===== config.mk =====
export PLATFORM = sky130hd
export DESIGN_NAME = afifo_wr_arbiter_flat
export DESIGN_NICKNAME = d
export VERILOG_FILES = /design/src/rtl/afifo_wr_arbiter_if.sv /design/src/rtl/afifo_wr_arbiter.sv /design/src/flat_wrapper.sv
export SDC_FILE = /design/constraint.sdc
export NUM_CORES = 1
export LEC_CHECK = 0
export BUFFER_PORTS_ARGS = -buffer_cell sky130_fd_sc_hd__clkbuf_2
export CAP_MARGIN = 40
export CORE_MARGIN = 2
export CORE_UTILIZATION = 46
export CTS_CLUSTER_SIZE = 20
export DETAILED_ROUTE_END_ITERATION = 16
export PLACE_DENSITY = 0.92
export REMOVE_ABC_BUFFERS = 1
export SLEW_MARGIN = 20
export SYNTH_ARGS = -nofsm -noshare
export SYNTH_HDL_FRONTEND = slang
export SYNTH_SLANG_ARGS = --single-unit
export TNS_END_PERCENT = 5

===== constraint.sdc =====
create_clock -name clk_wr -period 2.9 [get_ports clk_wr]
set_clock_uncertainty 0.2 [all_clocks]
set_input_delay 0.29 -clock clk_wr [delete_from_list [all_inputs] [get_ports clk_wr]]
set_output_delay 0.29 -clock clk_wr [all_outputs]
set_load 0.05 [all_outputs]

===== src/rtl/afifo_wr_arbiter_if.sv =====
// Write-side bundle between the requesters, the arbiter and the async FIFO write port.
// The master drives requests and the FIFO full flag; the arbiter is the slave.
interface afifo_wr_arbiter_if #(
  parameter int N_REQ = 4,
  parameter int WIDTH = 8,
  parameter int ID_W  = 2
);
  logic [N_REQ-1:0]            req_valid_i;
  logic [N_REQ-1:0][WIDTH-1:0] req_data_i;
  logic [N_REQ-1:0]            req_last_i;
  logic [N_REQ-1:0]            req_ready_o;
  logic                        fifo_wr_en_o;
  logic [ID_W+WIDTH-1:0]       fifo_wr_data_o;
  logic                        fifo_full_i;

  modport master (
    output req_valid_i, req_data_i, req_last_i, fifo_full_i,
    input  req_ready_o, fifo_wr_en_o, fifo_wr_data_o
  );

  modport slave (
    input  req_valid_i, req_data_i, req_last_i, fifo_full_i,
    output req_ready_o, fifo_wr_en_o, fifo_wr_data_o
  );
endinterface


===== src/rtl/afifo_wr_arbiter.sv =====
// Round-robin, packet-aware arbiter sharing one async FIFO write port; each beat is tagged
// with its source ID.
//   state  | meaning
//   IDLE   | no owner; the round-robin winner may write this cycle
//   LOCKED | owner holds the port until its last beat or the burst limit
module afifo_wr_arbiter #(
  parameter int  N_REQ     = 4,
  parameter int  WIDTH     = 8,
  parameter int  MAX_BURST = 0,
  localparam int ID_W      = (N_REQ > 2) ? $clog2(N_REQ) : 1
) (
  input  logic                  clk_wr,
  input  logic                  arst_wr,
  afifo_wr_arbiter_if.slave     bus,
  output logic [ID_W-1:0]       grant_id_o,
  output logic                  busy_o,
  output logic [15:0]           pkt_cnt_o
);

  localparam int BC_W = (MAX_BURST > 0) ? $clog2(MAX_BURST + 1) : 1;

  typedef enum logic {IDLE = 1'b0, LOCKED = 1'b1} state_t;

  state_t          state, state_nxt;
  logic [ID_W-1:0] owner, rr_ptr, winner, sel;
  logic [ID_W:0]   scan_idx;
  logic            win_valid, grant_ok, sel_last, fire, burst_end;
  logic [BC_W-1:0] beat_cnt;
  logic [BC_W:0]   beat_inc;

  // Explicit wrap so non-power-of-2 N_REQ never lands on an unused index.
  function automatic logic [ID_W-1:0] ptr_inc(input logic [ID_W-1:0] p);
    return (p == ID_W'(N_REQ - 1)) ? '0 : p + ID_W'(1);
  endfunction

  // Scan from the far end so the lowest offset from rr_ptr is the last writer and wins.
  always_comb begin
    win_valid = 1'b0;
    winner    = '0;
    scan_idx  = '0;
    for (int k = N_REQ - 1; k >= 0; k--) begin
      scan_idx = {1'b0, rr_ptr} + (ID_W+1)'(k);
      if (scan_idx >= (ID_W+1)'(N_REQ)) scan_idx = scan_idx - (ID_W+1)'(N_REQ);
      if (bus.req_valid_i[scan_idx[ID_W-1:0]]) begin
        win_valid = 1'b1;
        winner    = scan_idx[ID_W-1:0];
      end
    end
  end

  always_comb begin
    sel       = (state == LOCKED) ? owner : winner;
    grant_ok  = (state == LOCKED) || win_valid;
    sel_last  = bus.req_last_i[sel];
    beat_inc  = {1'b0, beat_cnt} + (BC_W+1)'(1);
    burst_end = (MAX_BURST != 0) && (beat_inc == (BC_W+1)'(MAX_BURST));
  end

  always_ff @(posedge clk_wr or posedge arst_wr) begin
    if (arst_wr) state <= IDLE;
    else         state <= state_nxt;
  end

  always_comb begin
    state_nxt = state;
    case (state)
      IDLE:    if (fire && !sel_last) state_nxt = LOCKED;
      LOCKED:  if (fire && (sel_last || burst_end)) state_nxt = IDLE;
      default: state_nxt = IDLE;
    endcase
  end

  // Ready and write enable are combinational from fifo_full_i; reset forces them low.
  always_comb begin
    bus.req_ready_o = '0;
    if (grant_ok && !bus.fifo_full_i && !arst_wr) bus.req_ready_o[sel] = 1'b1;
    fire               = grant_ok && bus.req_valid_i[sel] && !bus.fifo_full_i && !arst_wr;
    bus.fifo_wr_en_o   = fire;
    bus.fifo_wr_data_o = {sel, bus.req_data_i[sel]};
  end

  assign busy_o = (state == LOCKED);

  always_ff @(posedge clk_wr or posedge arst_wr) begin
    if (arst_wr) begin
      owner      <= '0;
      rr_ptr     <= '0;
      beat_cnt   <= '0;
      grant_id_o <= '0;
      pkt_cnt_o  <= '0;
    end else if (fire) begin
      if (state == IDLE) begin
        grant_id_o <= winner;
        if (sel_last) begin
          rr_ptr    <= ptr_inc(winner);
          pkt_cnt_o <= pkt_cnt_o + 16'd1;
        end else begin
          owner    <= winner;
          beat_cnt <= BC_W'(1);
        end
      end else begin
        if (sel_last) begin
          rr_ptr    <= ptr_inc(owner);
          pkt_cnt_o <= pkt_cnt_o + 16'd1;
        end else if (burst_end) begin
          // Forced release: the rest of the packet re-arbitrates like a new request.
          rr_ptr <= ptr_inc(owner);
        end else begin
          beat_cnt <= beat_inc[BC_W-1:0];
        end
      end
    end
  end

endmodule


===== src/flat_wrapper.sv =====
// flat-port wrapper written by rule: the top's interface ports become plain ports
module afifo_wr_arbiter_flat 
#(
  parameter int  N_REQ     = 4,
  parameter int  WIDTH     = 8,
  parameter int  MAX_BURST = 0,
  localparam int ID_W      = (N_REQ > 2) ? $clog2(N_REQ) : 1
)
  (clk_wr, arst_wr, grant_id_o, busy_o, pkt_cnt_o, bus_req_valid_i, bus_req_data_i, bus_req_last_i, bus_fifo_full_i, bus_req_ready_o, bus_fifo_wr_en_o, bus_fifo_wr_data_o);
  afifo_wr_arbiter_if #(.N_REQ(N_REQ), .WIDTH(WIDTH), .ID_W(2)) bus_i ();
  input  logic clk_wr;
  input  logic arst_wr;
  output logic [ID_W-1:0] grant_id_o;
  output logic busy_o;
  output logic [15:0] pkt_cnt_o;
  input wire logic [$bits(bus_i.req_valid_i)-1:0] bus_req_valid_i;
  input wire logic [$bits(bus_i.req_data_i)-1:0] bus_req_data_i;
  input wire logic [$bits(bus_i.req_last_i)-1:0] bus_req_last_i;
  input wire logic [$bits(bus_i.fifo_full_i)-1:0] bus_fifo_full_i;
  output wire logic [$bits(bus_i.req_ready_o)-1:0] bus_req_ready_o;
  output wire logic [$bits(bus_i.fifo_wr_en_o)-1:0] bus_fifo_wr_en_o;
  output wire logic [$bits(bus_i.fifo_wr_data_o)-1:0] bus_fifo_wr_data_o;
  assign bus_i.req_valid_i = bus_req_valid_i;
  assign bus_i.req_data_i = bus_req_data_i;
  assign bus_i.req_last_i = bus_req_last_i;
  assign bus_i.fifo_full_i = bus_fifo_full_i;
  assign bus_req_ready_o = bus_i.req_ready_o;
  assign bus_fifo_wr_en_o = bus_i.fifo_wr_en_o;
  assign bus_fifo_wr_data_o = bus_i.fifo_wr_data_o;
  afifo_wr_arbiter #(.N_REQ(N_REQ), .WIDTH(WIDTH), .MAX_BURST(MAX_BURST)) u_core (.clk_wr(clk_wr), .arst_wr(arst_wr), .bus(bus_i), .grant_id_o(grant_id_o), .busy_o(busy_o), .pkt_cnt_o(pkt_cnt_o));
endmodule

==> results.env <==
OUTCOME='finished, final reports clean'
MAX_SLEW.WORST_PIN.SLEW_PS=410
CP.REQUIRED_PS=2410
NUMBER_OF_MAXIMUM_CAPACITANCE_VIOLATIONS=0
GP_CONGESTION=0.888
GRT_USE_TOTAL_PCT=21.6
FINALCRITPERIODSHARE_PCT=97.3
FIRST_GLOBAL_VIAS=1538
DRTPASS1ITERATIONS=4
R2R_SLACK_PS=110
SYNTH_AREA_PER_CELL_UM2=9.38
CTS_TREE='yes'
R2R-START='u_core.rr_ptr[1]$_DFFE_PP0P_'
CLOCK_SINKS=23
DIE_W_UM=63.1
DETAIL-ROUTE-ANTENNA-NETS=0
AREA_GROWTH_SYN_TO_LAYOUT_PCT=41.3
INITIAL_CORE_UTIL_PCT=48.1
FLOORPLAN.CORE_AREA_UM2=3340
POST_SYNTH_NUM_CELL_TYPES=46
CRIT_START='u_core.rr_ptr[1]$_DFFE_PP0P_'
GRT_START_MAX_NET_PINS=15
HOLDCRITPATHCLASS='input pin to register'
YS_ASYNC_RST_SHARE_PCT=100
DETAIL_ROUTE.WL_PER_CELL_UM=14.7
LAYOUT-DRIVE-GT1-SHARE_PCT=46.3
GRT_PASS1_WL_MM=7.02
POST_SYNTH_EDFFS=0
CTS_ROOT_BUFFER='sky130_fd_sc_hd__clkbuf_4'
ANTENNA_CELLS_INSERTED=0
TOTALNEGATIVESETUPSLACK_PS=0
DIE_AREA_UM2=3980
POST-ROUTE-UTIL_PCT=67.9
VDD_DROP_MAX_mV=0.645
TIMING.FINAL.WS_SETUP_PS=78.9
RR_WORST_DEPTH=9
YOSYSTOPAREACELL='sky130_fd_sc_hd__dfrtp_1'
PIN_COUNT=77
POWERDENSITY_nW_PER_UM2=1150
SYNTH_AREA_UM2=1600
P_LEAK_nW=1.13
SETUP.WORST_PATH.START_CLASS='register'
PLACEDINSTANCEAREA_UM2=2080
FINAL_NETS=306
CRITPATHCAPTURE='bus_fifo_wr_data_o[5]'
CLOCK_LATENCY_LATE_SINK_PS=320
CLK_PIN_SLEW_PS=120
TIMING.CRITICAL_PATH.FANOUT_MAX=10
DETAILROUTE.VIA_COUNT=1662
FINAL-HOLD-VIOLATION-COUNT=0
SETUP-VIOLATIONS-FINAL=0
FINAL_DESIGN_AREA_EXCLUDING_FILLERS_UM2=2270
MAXIMUM_BUFFER_DEPTH_OF_THE_CLOCK_TREE=2
POST_SYNTH_MAIN_AREA_CONTRIBUTORS='sky130_fd_sc_hd__dfrtp_1 36%, sky130_fd_sc_hd__mux2i_1 6.2%, sky130_fd_sc_hd__xor2_1 4.9%'
DRC=0
FINALMAXSLEWVIOLATIONS=0
SYNTH_TOP_FLOP_CELL='sky130_fd_sc_hd__dfrtp_1'
DETAIL_ROUTE.WIRELENGTH_MM=4.48
STD_CELL_ROWS=21
FINAL_CELL_COUNT_NO_FILL=305
PLACED_CELLS=295
MIN_PERIOD_PS=2820
YOSYS_WARNINGS=0
PLACE_HPWL_MM=3.28
SYNTH.YOSYS.SEQ_AREA_SHARE_PCT=35.9
CTS-HTREE-LEVELS=1
RELSLEWSLACK_PCT=72.7
FMAXACHIEVABLE_MHz=354
SYN-INSTANCE-COUNT=171
COUNT_OF_BUFFERS_INSERTED_AT_THE_TOP_LEVEL_PORTS=76
RSZ_0062_RAISED_AFTER_GLOBAL_ROUTING='yes'
DIE_H_UM=63.1
RR_ENDPOINT='u_core.pkt_cnt_o[15]$_DFFE_PP0P_'
YS_SEQ_ELEMENTS=23
TRITONCTS.NUM_BUFFERS=3
GLOBALROUTEOVERFLOWTOTAL=0
SYNTHDOMINANTCELLAREASHARE_PCT=35.9
DRT-INITIAL-DRC-COUNT=116
AVGVIACOUNTPERCELL=5.45
WORST_SETUP_PATH_END_KIND='output pin'
CRIT_TYPE='register to output pin'
PRECTSSETUPSLACK_PS=216
FILLERS=269
WORSTPATHARRIVAL_PS=2330
GRT_ANTENNA_BEFORE_REPAIR=0
[area by class of cell]
type / count / area (um^2) / area share (%)
clock buffer: 3 / 22.5 / 0.993
inverter: 6 / 22.5 / 0.993
sequential: 23 / 577 / 25.4
tap: 46 / 57.6 / 2.54
timing repair buffer: 92 / 571 / 25.2
multi-input combinational: 134 / 1010 / 44.6
clock inverter: 1 / 5.00 / 0.221
[metrics by stage]
step / total power [mW] / hold WS [ps]
6_report: 2.62 / 187
5_1_grt: 2.76 / 181
4_1_cts: 2.45 / 164
3_5_place_dp: 2.17 / 87.6
3_3_place_gp: 2.13 / 269
2_1_floorplan: 1.73 / 91.9
[sequential cells by signal, summed over array words and instances, names as in the netlist, named ones only]
name,cells
u_core.owner,2
u_core.grant_id_o,2
u_core.pkt_cnt_o,16
u_core.rr_ptr,2
[cells by family after synthesis]
logic type               count (synthesis)  synth area share (%)
XOR/XNOR                                15                  8.66
multiplexers                            16                  11.9
flip-flops                              23                  35.9
AND/OR/NAND/NOR                         68                  22.7
AO/OA/AOI/OAI                           32                  14.6
adder cells (fa/ha/maj)                  3                  2.34
buffers and inverters                   14                  3.98
[per-layer routing]
metal | global-route usage, % | up-vias | part of all wire [%]
met3 | 4.29 | 9 | 6.7
met5 | 0 | - | 0
met4 | 8.06 | 0 | 1.7
met1 | 28.0 | 788 | 42
li1 | - | 795 | -
met2 | 35.6 | 70 | 50
[worst max-delay path, cell delays in order, from the launching register on]
cell                       delay (ps)
sky130_fd_sc_hd__dfrtp_2          460
sky130_fd_sc_hd__or3b_1           370
sky130_fd_sc_hd__o221a_4          150
sky130_fd_sc_hd__mux2i_4          180
sky130_fd_sc_hd__inv_2             90
sky130_fd_sc_hd__buf_6            150
sky130_fd_sc_hd__and2_0           170
sky130_fd_sc_hd__a211oi_2         190
sky130_fd_sc_hd__a21oi_1           60
sky130_fd_sc_hd__buf_4            190
[worst min path at each step]
| stage | from | slack, ps | depth (start not counted) | endpoint |
|---|---|---|---|---|
| after global placement | u_core.grant_id_o[1]$_DFFE_PP0P_ | 270 | 2 | u_core.grant_id_o[1]$_DFFE_PP0P_ |
| after global routing | bus_fifo_full_i | 180 | 4 | u_core.grant_id_o[1]$_DFFE_PP0P_ |
| final | bus_fifo_full_i | 190 | 4 | u_core.grant_id_o[1]$_DFFE_PP0P_ |
| after detailed placement | arst_wr | 90 | 2 | u_core.grant_id_o[1]$_DFFE_PP0P_ |
| after floorplan | arst_wr | 90 | 1 | async pin |
| after CTS | bus_fifo_full_i | 160 | 4 | u_core.grant_id_o[1]$_DFFE_PP0P_ |
[cell usage after synthesis, types with 2 or more instances]
master                     count
sky130_fd_sc_hd__nor4b_1       2
sky130_fd_sc_hd__nand3_1       7
sky130_fd_sc_hd__xor2_1        9
sky130_fd_sc_hd__mux2_2        4
sky130_fd_sc_hd__ha_1          3
sky130_fd_sc_hd__o31a_1        2
sky130_fd_sc_hd__dfrtp_1      23
sky130_fd_sc_hd__o21ai_0       2
sky130_fd_sc_hd__nand2_1       9
sky130_fd_sc_hd__nor4_1        2
sky130_fd_sc_hd__inv_1         6
sky130_fd_sc_hd__nor2b_2       2
sky130_fd_sc_hd__a21oi_1      10
sky130_fd_sc_hd__nor3_1       11
sky130_fd_sc_hd__nor2_1       15
sky130_fd_sc_hd__and2_0        8
sky130_fd_sc_hd__buf_2         3
sky130_fd_sc_hd__clkbuf_1      3
sky130_fd_sc_hd__o211ai_1      2
sky130_fd_sc_hd__a211oi_1      9
sky130_fd_sc_hd__mux2i_1      10
sky130_fd_sc_hd__xnor2_1       5
[placed cells by master (no fill, tap or decap), types with 2 or more instances in the layout]
cell type and count:
sky130_fd_sc_hd__mux2_2 4, sky130_fd_sc_hd__mux2i_1 10, sky130_fd_sc_hd__xor2_1 9, sky130_fd_sc_hd__o21ai_0 2, sky130_fd_sc_hd__nor2_1 15, sky130_fd_sc_hd__o31a_1 2
sky130_fd_sc_hd__and2_0 8, sky130_fd_sc_hd__clkbuf_4 3, sky130_fd_sc_hd__nor2b_2 2, sky130_fd_sc_hd__a211oi_2 6, sky130_fd_sc_hd__dfrtp_1 22, sky130_fd_sc_hd__buf_4 15
sky130_fd_sc_hd__a211oi_1 3, sky130_fd_sc_hd__clkbuf_8 4, sky130_fd_sc_hd__nor4_1 2, sky130_fd_sc_hd__nor4b_1 2, sky130_fd_sc_hd__a21oi_1 9, sky130_fd_sc_hd__nand3_1 7
sky130_fd_sc_hd__nor3_1 11, sky130_fd_sc_hd__nand2_1 9, sky130_fd_sc_hd__ha_1 3, sky130_fd_sc_hd__buf_6 2, sky130_fd_sc_hd__o211ai_1 2, sky130_fd_sc_hd__inv_1 5
sky130_fd_sc_hd__xnor2_1 5, sky130_fd_sc_hd__buf_8 2, sky130_fd_sc_hd__clkbuf_2 68
[repair_timing]
action / in CTS / in global routing
resized for setup: 16 / 15
hold buffers: 1 / 0
pin swaps: 0 / 5
buffers inserted: 1 / 4
endpoints found under the hold margin: 9 / 0
endpoints found under the setup margin: 8 / 11
[power by group]
part / leakage [nW] / switching, mW / internal (mW)
sequential: 0.291 / 0.103 / 0.395
clock: 0.0177 / 0.0938 / 0.0517
combinational: 0.818 / 1.25 / 0.717
(Power assumes the default switching activity.)
